[config.mk]
export PLATFORM = sky130hd
export DESIGN_NAME = mem_ctrl_flat
export DESIGN_NICKNAME = d
export VERILOG_FILES = /design/src/rtl/mem_pkg.sv /design/src/rtl/mem_ctrl_if.sv /design/src/rtl/mem_ctrl_byte_merge.sv /design/src/rtl/mem_ctrl.sv /design/src/flat_wrapper.sv
export SDC_FILE = /design/constraint.sdc
export NUM_CORES = 1
export LEC_CHECK = 0
export CAP_MARGIN = 20
export CORE_AREA = 10 10 160 162
export DETAILED_ROUTE_END_ITERATION = 6
export DIE_AREA = 0 0 170 172
export PLACE_DENSITY = 0.61
export SETUP_SLACK_MARGIN = 0.1
export SLEW_MARGIN = 20
export SYNTH_ARGS = -nofsm -noshare
export SYNTH_HDL_FRONTEND = slang
export SYNTH_SLANG_ARGS = --single-unit
export TNS_END_PERCENT = 30
[constraint.sdc]
create_clock -name clk -period 2.99 [get_ports clk]
set_clock_uncertainty 0.1 [all_clocks]
set_input_delay 0.4485 -clock clk [delete_from_list [all_inputs] [get_ports clk]]
set_output_delay 0.4485 -clock clk [all_outputs]
set_load 0.1 [all_outputs]
[src/rtl/mem_pkg.sv]
// Shared definitions for the instruction/data RAM access controller:
// default geometry, port B state encoding and the request address check.
package mem_pkg;

   localparam int DEF_DATA_WIDTH = 32;
   localparam int DEF_ADDR_WIDTH = 32;
   localparam int DEF_MEM_WORDS  = 32;
   localparam int BE_W           = DEF_DATA_WIDTH / 8;
   localparam int WORD_IDX_W     = $clog2(DEF_MEM_WORDS);

   typedef enum logic {
      IDLE   = 1'b0,
      RMW_WR = 1'b1
   } b_state_t;

   // Byte address must be word aligned and its word index inside the RAM.
   function automatic logic addr_ok(input logic [63:0] addr, input int mem_words);
      return (addr[1:0] == 2'b00) && ((addr >> 2) < 64'(mem_words));
   endfunction

endpackage

[src/rtl/mem_ctrl_if.sv]
// Request/response and RAM-side signal bundle of the memory access controller.
interface mem_ctrl_if #(
   parameter int DATA_WIDTH = 32,
   parameter int ADDR_WIDTH = 32
);
   localparam int BEW = DATA_WIDTH / 8;

   logic                  ld_req;
   logic [ADDR_WIDTH-1:0] ld_addr;
   logic [DATA_WIDTH-1:0] ld_wdata;
   logic                  ld_gnt;

   logic                  i_req;
   logic [ADDR_WIDTH-1:0] i_addr;
   logic                  i_gnt;
   logic                  i_rvalid;
   logic [DATA_WIDTH-1:0] i_rdata;
   logic                  i_err;

   logic                  d_req;
   logic                  d_we;
   logic [BEW-1:0]        d_be;
   logic [ADDR_WIDTH-1:0] d_addr;
   logic [DATA_WIDTH-1:0] d_wdata;
   logic                  d_gnt;
   logic                  d_rvalid;
   logic [DATA_WIDTH-1:0] d_rdata;
   logic                  d_err;

   logic [ADDR_WIDTH-1:0] ram_addr_a, ram_addr_b;
   logic                  ram_we_a, ram_we_b;
   logic [DATA_WIDTH-1:0] ram_data_a, ram_data_b;
   logic [DATA_WIDTH-1:0] ram_q_a, ram_q_b;

   modport master (
      output ld_req, ld_addr, ld_wdata,
      output i_req, i_addr,
      output d_req, d_we, d_be, d_addr, d_wdata,
      input  ld_gnt, i_gnt, i_rvalid, i_rdata, i_err,
      input  d_gnt, d_rvalid, d_rdata, d_err
   );

   modport slave (
      input  ld_req, ld_addr, ld_wdata,
      input  i_req, i_addr,
      input  d_req, d_we, d_be, d_addr, d_wdata,
      output ld_gnt, i_gnt, i_rvalid, i_rdata, i_err,
      output d_gnt, d_rvalid, d_rdata, d_err,
      output ram_addr_a, ram_addr_b, ram_we_a, ram_we_b, ram_data_a, ram_data_b,
      input  ram_q_a, ram_q_b
   );

   modport ram (
      input  ram_addr_a, ram_addr_b, ram_we_a, ram_we_b, ram_data_a, ram_data_b,
      output ram_q_a, ram_q_b
   );

endinterface

[src/rtl/mem_ctrl_byte_merge.sv]
// Per-byte select between the word read back from RAM and new store data.
module byte_merge #(
   parameter int DATA_WIDTH = 32
) (
   input  logic [DATA_WIDTH-1:0]   old_word,
   input  logic [DATA_WIDTH-1:0]   new_word,
   input  logic [DATA_WIDTH/8-1:0] be,
   output logic [DATA_WIDTH-1:0]   merged
);

   always_comb begin
      merged = old_word;
      for (int k = 0; k < DATA_WIDTH / 8; k++) begin
         if (be[k]) merged[8*k +: 8] = new_word[8*k +: 8];
      end
   end

endmodule

[src/rtl/mem_ctrl.sv]
// Dual-port RAM access controller: loader/fetch arbitration on port A,
// load/store with read-modify-write byte stores on port B.
module mem_ctrl
   import mem_pkg::*;
#(
   parameter int DATA_WIDTH = DEF_DATA_WIDTH,
   parameter int ADDR_WIDTH = DEF_ADDR_WIDTH,
   parameter int MEM_WORDS  = DEF_MEM_WORDS
) (
   input logic       clk,
   input logic       rst,
   mem_ctrl_if.slave bus
);

   localparam int BEW = DATA_WIDTH / 8;
   localparam logic [BEW-1:0] BE_ONES = '1;

   b_state_t              state_p1;
   logic [ADDR_WIDTH-1:0] rmw_addr_p1;
   logic [BEW-1:0]        rmw_be_p1;
   logic [DATA_WIDTH-1:0] rmw_wdata_p1;
   logic [DATA_WIDTH-1:0] merged;

   logic                  i_vld_p1, i_err_p1;
   logic                  d_vld_p1, d_err_p1, d_load_p1;

   logic                  ld_ok, i_ok, d_ok, in_rmw;
   logic                  d_full, d_part;
   logic                  ld_gnt, i_gnt, d_gnt, b_wr;
   logic [ADDR_WIDTH-1:0] b_addr;

   function automatic logic same_word(input logic [ADDR_WIDTH-1:0] a,
                                      input logic [ADDR_WIDTH-1:0] b);
      return a[ADDR_WIDTH-1:2] == b[ADDR_WIDTH-1:2];
   endfunction

   byte_merge #(.DATA_WIDTH(DATA_WIDTH)) u_merge (
      .old_word (bus.ram_q_b),
      .new_word (rmw_wdata_p1),
      .be       (rmw_be_p1),
      .merged   (merged)
   );

   // Grants are combinational; rst masks every grant and write enable so a
   // write in flight during reset never lands in the RAM.
   always_comb begin
      ld_ok  = addr_ok(64'(bus.ld_addr), MEM_WORDS);
      i_ok   = addr_ok(64'(bus.i_addr), MEM_WORDS);
      d_ok   = addr_ok(64'(bus.d_addr), MEM_WORDS);
      in_rmw = (state_p1 == RMW_WR);
      d_full = bus.d_we && d_ok && (bus.d_be == BE_ONES);
      d_part = bus.d_we && d_ok && (bus.d_be != '0) && (bus.d_be != BE_ONES);
      ld_gnt = !rst && bus.ld_req && !(in_rmw && same_word(bus.ld_addr, rmw_addr_p1));
      d_gnt  = !rst && !in_rmw && bus.d_req &&
               !(bus.ld_req && same_word(bus.ld_addr, bus.d_addr));
      b_addr = in_rmw ? rmw_addr_p1 : bus.d_addr;
      b_wr   = !rst && (in_rmw || (d_gnt && d_full));
      i_gnt  = !rst && bus.i_req && !bus.ld_req && !(b_wr && same_word(bus.i_addr, b_addr));
   end

   assign bus.ld_gnt     = ld_gnt;
   assign bus.i_gnt      = i_gnt;
   assign bus.d_gnt      = d_gnt;
   assign bus.ram_addr_a = bus.ld_req ? bus.ld_addr : bus.i_addr;
   assign bus.ram_we_a   = ld_gnt && ld_ok;
   assign bus.ram_data_a = bus.ld_wdata;
   assign bus.ram_addr_b = b_addr;
   assign bus.ram_we_b   = b_wr;
   assign bus.ram_data_b = in_rmw ? merged : bus.d_wdata;

   // Response stage: RAM read data arrives with the registered valid.
   assign bus.i_rvalid = i_vld_p1;
   assign bus.i_err    = i_err_p1;
   assign bus.i_rdata  = (i_vld_p1 && !i_err_p1) ? bus.ram_q_a : '0;
   assign bus.d_rvalid = d_vld_p1;
   assign bus.d_err    = d_err_p1;
   assign bus.d_rdata  = (d_vld_p1 && d_load_p1) ? bus.ram_q_b : '0;

   always_ff @(posedge clk) begin
      if (rst) begin
         state_p1     <= IDLE;
         rmw_addr_p1  <= '0;
         rmw_be_p1    <= '0;
         rmw_wdata_p1 <= '0;
         i_vld_p1     <= 1'b0;
         i_err_p1     <= 1'b0;
         d_vld_p1     <= 1'b0;
         d_err_p1     <= 1'b0;
         d_load_p1    <= 1'b0;
      end else begin
         i_vld_p1  <= i_gnt;
         i_err_p1  <= i_gnt && !i_ok;
         d_vld_p1  <= 1'b0;
         d_err_p1  <= 1'b0;
         d_load_p1 <= 1'b0;
         case (state_p1)
            IDLE: begin
               if (d_gnt) begin
                  if (d_part) begin
                     state_p1     <= RMW_WR;
                     rmw_addr_p1  <= bus.d_addr;
                     rmw_be_p1    <= bus.d_be;
                     rmw_wdata_p1 <= bus.d_wdata;
                  end else begin
                     d_vld_p1  <= 1'b1;
                     d_err_p1  <= !d_ok;
                     d_load_p1 <= d_ok && !bus.d_we;
                  end
               end
            end
            RMW_WR: begin
               state_p1 <= IDLE;
               d_vld_p1 <= 1'b1;
            end
            default: state_p1 <= IDLE;
         endcase
      end
   end

endmodule

[src/flat_wrapper.sv]
// flat-port wrapper written by rule: the top's interface ports become plain ports
module mem_ctrl_flat import mem_pkg::*;
#(
   parameter int DATA_WIDTH = DEF_DATA_WIDTH,
   parameter int ADDR_WIDTH = DEF_ADDR_WIDTH,
   parameter int MEM_WORDS  = DEF_MEM_WORDS
)
  (clk, rst, bus_ld_req, bus_ld_addr, bus_ld_wdata, bus_i_req, bus_i_addr, bus_d_req, bus_d_we, bus_d_be, bus_d_addr, bus_d_wdata, bus_ld_gnt, bus_i_gnt, bus_i_rvalid, bus_i_rdata, bus_i_err, bus_d_gnt, bus_d_rvalid, bus_d_rdata, bus_d_err, bus_ram_addr_a, bus_ram_addr_b, bus_ram_we_a, bus_ram_we_b, bus_ram_data_a, bus_ram_data_b, bus_ram_q_a, bus_ram_q_b);
  mem_ctrl_if #(.DATA_WIDTH(DATA_WIDTH), .ADDR_WIDTH(ADDR_WIDTH)) bus_i ();
  input logic clk;
  input logic rst;
  input wire logic [$bits(bus_i.ld_req)-1:0] bus_ld_req;
  input wire logic [$bits(bus_i.ld_addr)-1:0] bus_ld_addr;
  input wire logic [$bits(bus_i.ld_wdata)-1:0] bus_ld_wdata;
  input wire logic [$bits(bus_i.i_req)-1:0] bus_i_req;
  input wire logic [$bits(bus_i.i_addr)-1:0] bus_i_addr;
  input wire logic [$bits(bus_i.d_req)-1:0] bus_d_req;
  input wire logic [$bits(bus_i.d_we)-1:0] bus_d_we;
  input wire logic [$bits(bus_i.d_be)-1:0] bus_d_be;
  input wire logic [$bits(bus_i.d_addr)-1:0] bus_d_addr;
  input wire logic [$bits(bus_i.d_wdata)-1:0] bus_d_wdata;
  output wire logic [$bits(bus_i.ld_gnt)-1:0] bus_ld_gnt;
  output wire logic [$bits(bus_i.i_gnt)-1:0] bus_i_gnt;
  output wire logic [$bits(bus_i.i_rvalid)-1:0] bus_i_rvalid;
  output wire logic [$bits(bus_i.i_rdata)-1:0] bus_i_rdata;
  output wire logic [$bits(bus_i.i_err)-1:0] bus_i_err;
  output wire logic [$bits(bus_i.d_gnt)-1:0] bus_d_gnt;
  output wire logic [$bits(bus_i.d_rvalid)-1:0] bus_d_rvalid;
  output wire logic [$bits(bus_i.d_rdata)-1:0] bus_d_rdata;
  output wire logic [$bits(bus_i.d_err)-1:0] bus_d_err;
  output wire logic [$bits(bus_i.ram_addr_a)-1:0] bus_ram_addr_a;
  output wire logic [$bits(bus_i.ram_addr_b)-1:0] bus_ram_addr_b;
  output wire logic [$bits(bus_i.ram_we_a)-1:0] bus_ram_we_a;
  output wire logic [$bits(bus_i.ram_we_b)-1:0] bus_ram_we_b;
  output wire logic [$bits(bus_i.ram_data_a)-1:0] bus_ram_data_a;
  output wire logic [$bits(bus_i.ram_data_b)-1:0] bus_ram_data_b;
  input wire logic [$bits(bus_i.ram_q_a)-1:0] bus_ram_q_a;
  input wire logic [$bits(bus_i.ram_q_b)-1:0] bus_ram_q_b;
  assign bus_i.ld_req = bus_ld_req;
  assign bus_i.ld_addr = bus_ld_addr;
  assign bus_i.ld_wdata = bus_ld_wdata;
  assign bus_i.i_req = bus_i_req;
  assign bus_i.i_addr = bus_i_addr;
  assign bus_i.d_req = bus_d_req;
  assign bus_i.d_we = bus_d_we;
  assign bus_i.d_be = bus_d_be;
  assign bus_i.d_addr = bus_d_addr;
  assign bus_i.d_wdata = bus_d_wdata;
  assign bus_ld_gnt = bus_i.ld_gnt;
  assign bus_i_gnt = bus_i.i_gnt;
  assign bus_i_rvalid = bus_i.i_rvalid;
  assign bus_i_rdata = bus_i.i_rdata;
  assign bus_i_err = bus_i.i_err;
  assign bus_d_gnt = bus_i.d_gnt;
  assign bus_d_rvalid = bus_i.d_rvalid;
  assign bus_d_rdata = bus_i.d_rdata;
  assign bus_d_err = bus_i.d_err;
  assign bus_ram_addr_a = bus_i.ram_addr_a;
  assign bus_ram_addr_b = bus_i.ram_addr_b;
  assign bus_ram_we_a = bus_i.ram_we_a;
  assign bus_ram_we_b = bus_i.ram_we_b;
  assign bus_ram_data_a = bus_i.ram_data_a;
  assign bus_ram_data_b = bus_i.ram_data_b;
  assign bus_i.ram_q_a = bus_ram_q_a;
  assign bus_i.ram_q_b = bus_ram_q_b;
  mem_ctrl #(.DATA_WIDTH(DATA_WIDTH), .ADDR_WIDTH(ADDR_WIDTH), .MEM_WORDS(MEM_WORDS)) u_core (.clk(clk), .rst(rst), .bus(bus_i));
endmodule
==> impl_results.html <==
<table>
<tr><th>Metric</th><th>Value</th></tr>
<tr><th colspan="2">Global route</th></tr>
<tr><td>Number of antenna violations at the first check in global routing</td><td>6</td></tr>
<tr><td>Maximum number of pins on one net before global-route repair</td><td>63</td></tr>
<tr><td>Remaining Overflow, GRT</td><td>0</td></tr>
<tr><td>Overall fraction of global-route tracks in use</td><td>20.2%</td></tr>
<tr><td>GR Layer Usage met2</td><td>36.5%</td></tr>
<tr><td>Met1 usage</td><td>22.4%</td></tr>
<tr><td>Wire length of the first global-routing pass</td><td>44.6 mm</td></tr>
<tr><td>Number of global-route vias before repair</td><td>7086</td></tr>
<tr><td>Highest-utilization routing layer at the global route stage</td><td>met2</td></tr>
<tr><td>GR met3 Demand/Resource</td><td>5.22%</td></tr>
<tr><th colspan="2">Run</th></tr>
<tr><td>Number of maximum-capacitance violations</td><td>0</td></tr>
<tr><th colspan="2">Route</th></tr>
<tr><td>Post-route DRC</td><td>0</td></tr>
<tr><td>Number of violations reported at the end of detailed-routing iteration 0</td><td>296</td></tr>
<tr><td>Wire length per cell</td><td>22.1 um</td></tr>
<tr><td>Via count normalized by instance count</td><td>4.66</td></tr>
<tr><td>Routed via count</td><td>6655</td></tr>
<tr><td>Count of nets left with antenna violations after detail routing</td><td>0</td></tr>
<tr><td>First drt pass iteration count</td><td>5</td></tr>
<tr><td>Total Routed Length</td><td>31.6 mm</td></tr>
<tr><th colspan="2">Die</th></tr>
<tr><td>Initial Utilization</td><td>25.8%</td></tr>
<tr><td>Chip Width</td><td>170 um</td></tr>
<tr><td>Core outline area</td><td>22400 um2</td></tr>
<tr><td>Die boundary height</td><td>172 um</td></tr>
<tr><td>I/O pin count</td><td>435</td></tr>
<tr><td>Count of standard-cell rows</td><td>55</td></tr>
<tr><td>Area of the die</td><td>29200 um2</td></tr>
<tr><th colspan="2">Placed design</th></tr>
<tr><td>Placed cell count</td><td>1386</td></tr>
<tr><td>Detailed placer's ending HPWL</td><td>26.3 mm</td></tr>
<tr><td>Routability-driven placement congestion ratio</td><td>0.929</td></tr>
<tr><td>Number of port buffers</td><td>370</td></tr>
<tr><th colspan="2">Pwr</th></tr>
<tr><td>PD cells</td><td>343 nW/um2</td></tr>
<tr><td>Worst IR drop on VDD</td><td>0.206 mV</td></tr>
<tr><td>Leakage power of the design</td><td>5.17 nW</td></tr>
<tr><th colspan="2">Cells and area</th></tr>
<tr><td>Highest-count cells in the layout ignoring fill and taps</td><td>sky130_fd_sc_hd__buf_4 (232), sky130_fd_sc_hd__clkdlybuf4s50_1 (138), sky130_fd_sc_hd__buf_12 (84)</td></tr>
<tr><td>Number of standard cells in the final layout excluding fillers</td><td>1428</td></tr>
<tr><td>Most frequent standard cell in the layout excluding fill and tap cells</td><td>sky130_fd_sc_hd__buf_4</td></tr>
<tr><td>Synth-to-layout area growth</td><td>110%</td></tr>
<tr><td>Layout cell share with drive strength beyond 1</td><td>44.4%</td></tr>
<tr><td>Net count, final</td><td>1369</td></tr>
<tr><td>Post-layout util</td><td>54.1%</td></tr>
<tr><td>Multi-input gate area in the final layout</td><td>4510 um2</td></tr>
<tr><td>Total area of sequential cells</td><td>1490 um2</td></tr>
<tr><td>Filler instances</td><td>1990</td></tr>
<tr><th colspan="2">STA</th></tr>
<tr><td>Post-layout minimum cycle time</td><td>3.08 ns</td></tr>
<tr><td>Unrepaired setup endpoints after global routing</td><td>yes</td></tr>
<tr><td>Highest achievable clock rate</td><td>0.325 GHz</td></tr>
<tr><td>Number of endpoints with negative hold slack in the final report</td><td>0</td></tr>
<tr><td>Crit path setup slack, layout</td><td>-0.0880 ns</td></tr>
<tr><td>Period Utilization, post-route</td><td>103%</td></tr>
<tr><td>Pin slew with the least headroom to its limit</td><td>0.919 ns</td></tr>
<tr><td>Max_slew headroom</td><td>38.6%</td></tr>
<tr><td>Count of final setup violators</td><td>1</td></tr>
<tr><td>Final number of max-transition violations</td><td>0</td></tr>
<tr><th colspan="2">Status</th></tr>
<tr><td>Status</td><td>finished, violations left</td></tr>
<tr><td>Failing checks</td><td>setup timing</td></tr>
<tr><th colspan="2">Setup path</th></tr>
<tr><td>Max Fanout on Critical Path</td><td>7</td></tr>
<tr><td>Critical path launch point type</td><td>flop</td></tr>
<tr><td>Endpoint type of the worst setup path</td><td>primary output</td></tr>
<tr><td>Critical path arrival</td><td>2.53 ns</td></tr>
<tr><td>Setup Crit Path Kind</td><td>flop to primary output</td></tr>
<tr><td>Worst path required time</td><td>2.44 ns</td></tr>
<tr><th colspan="2">Logic synthesis</th></tr>
<tr><td>Number of distinct library cells after synthesis</td><td>35</td></tr>
<tr><td>Warning count from the yosys run</td><td>0</td></tr>
<tr><td>Cell area after synthesis</td><td>5780 um2</td></tr>
<tr><td>Sequential cell area fraction in the yosys report</td><td>25.6%</td></tr>
<tr><td>Number of instances in the synthesized netlist</td><td>669</td></tr>
<tr><td>Total of flip-flops plus latches after synthesis</td><td>74</td></tr>
<tr><td>Avg Cell Area, Syn</td><td>8.63 um2</td></tr>
<tr><td>Post-synthesis net count</td><td>903</td></tr>
<tr><th colspan="2">Worst hold path</th></tr>
<tr><td>Hold crit path type</td><td>primary input to flop</td></tr>
<tr><th colspan="2">Clocking</th></tr>
<tr><td>Cts bufs inserted</td><td>9</td></tr>
<tr><td>Cell chosen for the clock root</td><td>sky130_fd_sc_hd__clkbuf_16</td></tr>
<tr><td>CTS tree</td><td>done</td></tr>
<tr><td>Number of clock sinks</td><td>74</td></tr>
<tr><td>Number of levels the H-tree was split into</td><td>3</td></tr>
<tr><td>Clk pin slew, worst setup/hold paths</td><td>0.06 ns</td></tr>
<tr><td>Maximum clock insertion buffer count</td><td>2</td></tr>
<tr><td>Insertion delay to the later sink of the worst-skew pair</td><td>0.34 ns</td></tr>
<tr><td>Post-CTS Hold Fix Bufs</td><td>0</td></tr>
</table>
[cells in the mapped netlist (all sizes together)]
library cell	number	area, um2
nor4	29	181
a31oi	1	6.26
and4	1	8.76
inv	2	7.51
dfxtp	74	1480
nor4bb	1	10.0
buf	47	332
nand4b	1	8.76
mux2i	73	731
or4	2	15.0
and2	60	375
and3	33	206
nor3	2	10.0
o211a	1	10.0
mux2	64	721
nand3	4	20.0
nand4	31	194
or4b	1	10.0
a2111oi	1	8.76
a211oi	1	20.0
nor2	81	307
clkbuf	24	90.1
nand2	4	15.0
nor2b	3	18.8
nand2b	3	18.8
xor2	4	35.0
or2	1	6.26
o211ai	1	7.51
a21oi	32	160
nor3b	1	7.51
xnor2	86	753
[routing by layer]
metal	part of all wire, %	up-vias
li1	-	3257
met1	37	3080
met2	53	237
met3	7.2	77
met4	3.1	4
met5	0.086	-
[logic make-up (layout without fill, tap and decap cells)]
kind of cell,Yosys count,after routing,synth area share [%]
AOI/OAI and AO/OA,37,37,3.68
and+or+nand+nor,258,258,24.5
DFF,74,74,25.6
buffers and inverters,73,544,7.43
xor gates and xnor gates,90,90,13.6
other,0,3,0
muxes,137,137,25.1
[what timing repair did]
action | CTS | global route
setup buffers | 13 | 10
gates resized for setup | 143 | 65
pin swaps | 29 | 30
endpoints found under the setup margin | 73 | 49
cloned | 0 | 0
[final timing paths]
| kind | from | to | slack [ns] | cells past startpoint |
|---|---|---|---|---|
| hold reg to reg | u_core.rmw_addr_p1[1] | u_core.rmw_addr_p1[1] | 0.36 | 1 |
| hold / removal | bus_d_addr[4] | u_core.rmw_addr_p1[4] | 0.32 | 3 |
| setup / recovery | u_core.in_rmw | bus_i_gnt | -0.09 | 10 |
| setup reg to reg | u_core.in_rmw | u_core.bus.i_err | 0.48 | 12 |
[layout make-up]
class	count	share of cell area (%)
Multi-Input combinational cell	522	37.3
Clock buffer	11	2.18
Antenna cell	3	0.0620
Inverter	2	0.0620
Timing Repair Buffer	526	44.5
Clock inverter	5	0.682
Tap cell	285	2.95
Sequential cell	74	12.3
[power by group]
group,leakage (nW),switching [mW],total (mW),internal [mW]
Clock,0.171,0.451,1.26,0.808
Combinational,4.40,1.14,1.91,0.765
Sequential,0.597,0.00118,0.988,0.987
[worst max-delay path, stage by stage (launching register included)]
cell	delay (ns)
sky130_fd_sc_hd__dfxtp_4	0.43
sky130_fd_sc_hd__buf_6	0.13
sky130_fd_sc_hd__buf_6	0.09
sky130_fd_sc_hd__mux2_4	0.31
sky130_fd_sc_hd__xnor2_2	0.18
sky130_fd_sc_hd__nand4_1	0.16
sky130_fd_sc_hd__nor4_4	0.32
sky130_fd_sc_hd__buf_4	0.17
sky130_fd_sc_hd__o211a_4	0.18
sky130_fd_sc_hd__nor2_4	0.05
sky130_fd_sc_hd__buf_12	0.16
[metrics by stage]
stage / instance area [um2] / setup WS [ns] / hold slack, ns / power [mW] / setup TNS [ns]
2_1_floorplan: 5910 / -0.218 / 0.324 / 2.19 / -5.84
3_3_place_gp: 11200 / -0.490 / 0.341 / 2.85 / -29.34
3_5_place_dp: 11200 / -0.526 / 0.343 / 2.86 / -32.33
4_1_cts: 11900 / -0.0755 / 0.358 / 4.18 / -0.0755
5_1_grt: 12100 / -0.151 / 0.327 / 4.30 / -0.151
6_report: 12100 / -0.0880 / 0.320 / 4.15 / -0.0880
[registers in the layout, summed over array words and instances (netlist names)]
name / cells
u_core.bus.d_err: 1
u_core.bus.d_rvalid: 1
u_core.bus.i_err: 1
u_core.bus.i_rvalid: 1
u_core.d_load_p1: 1
u_core.in_rmw: 1
u_core.rmw_addr_p1: 32
u_core.rmw_be_p1: 4
u_core.rmw_wdata_p1: 32
No activity file was read; power rests on OpenSTA's default activity.
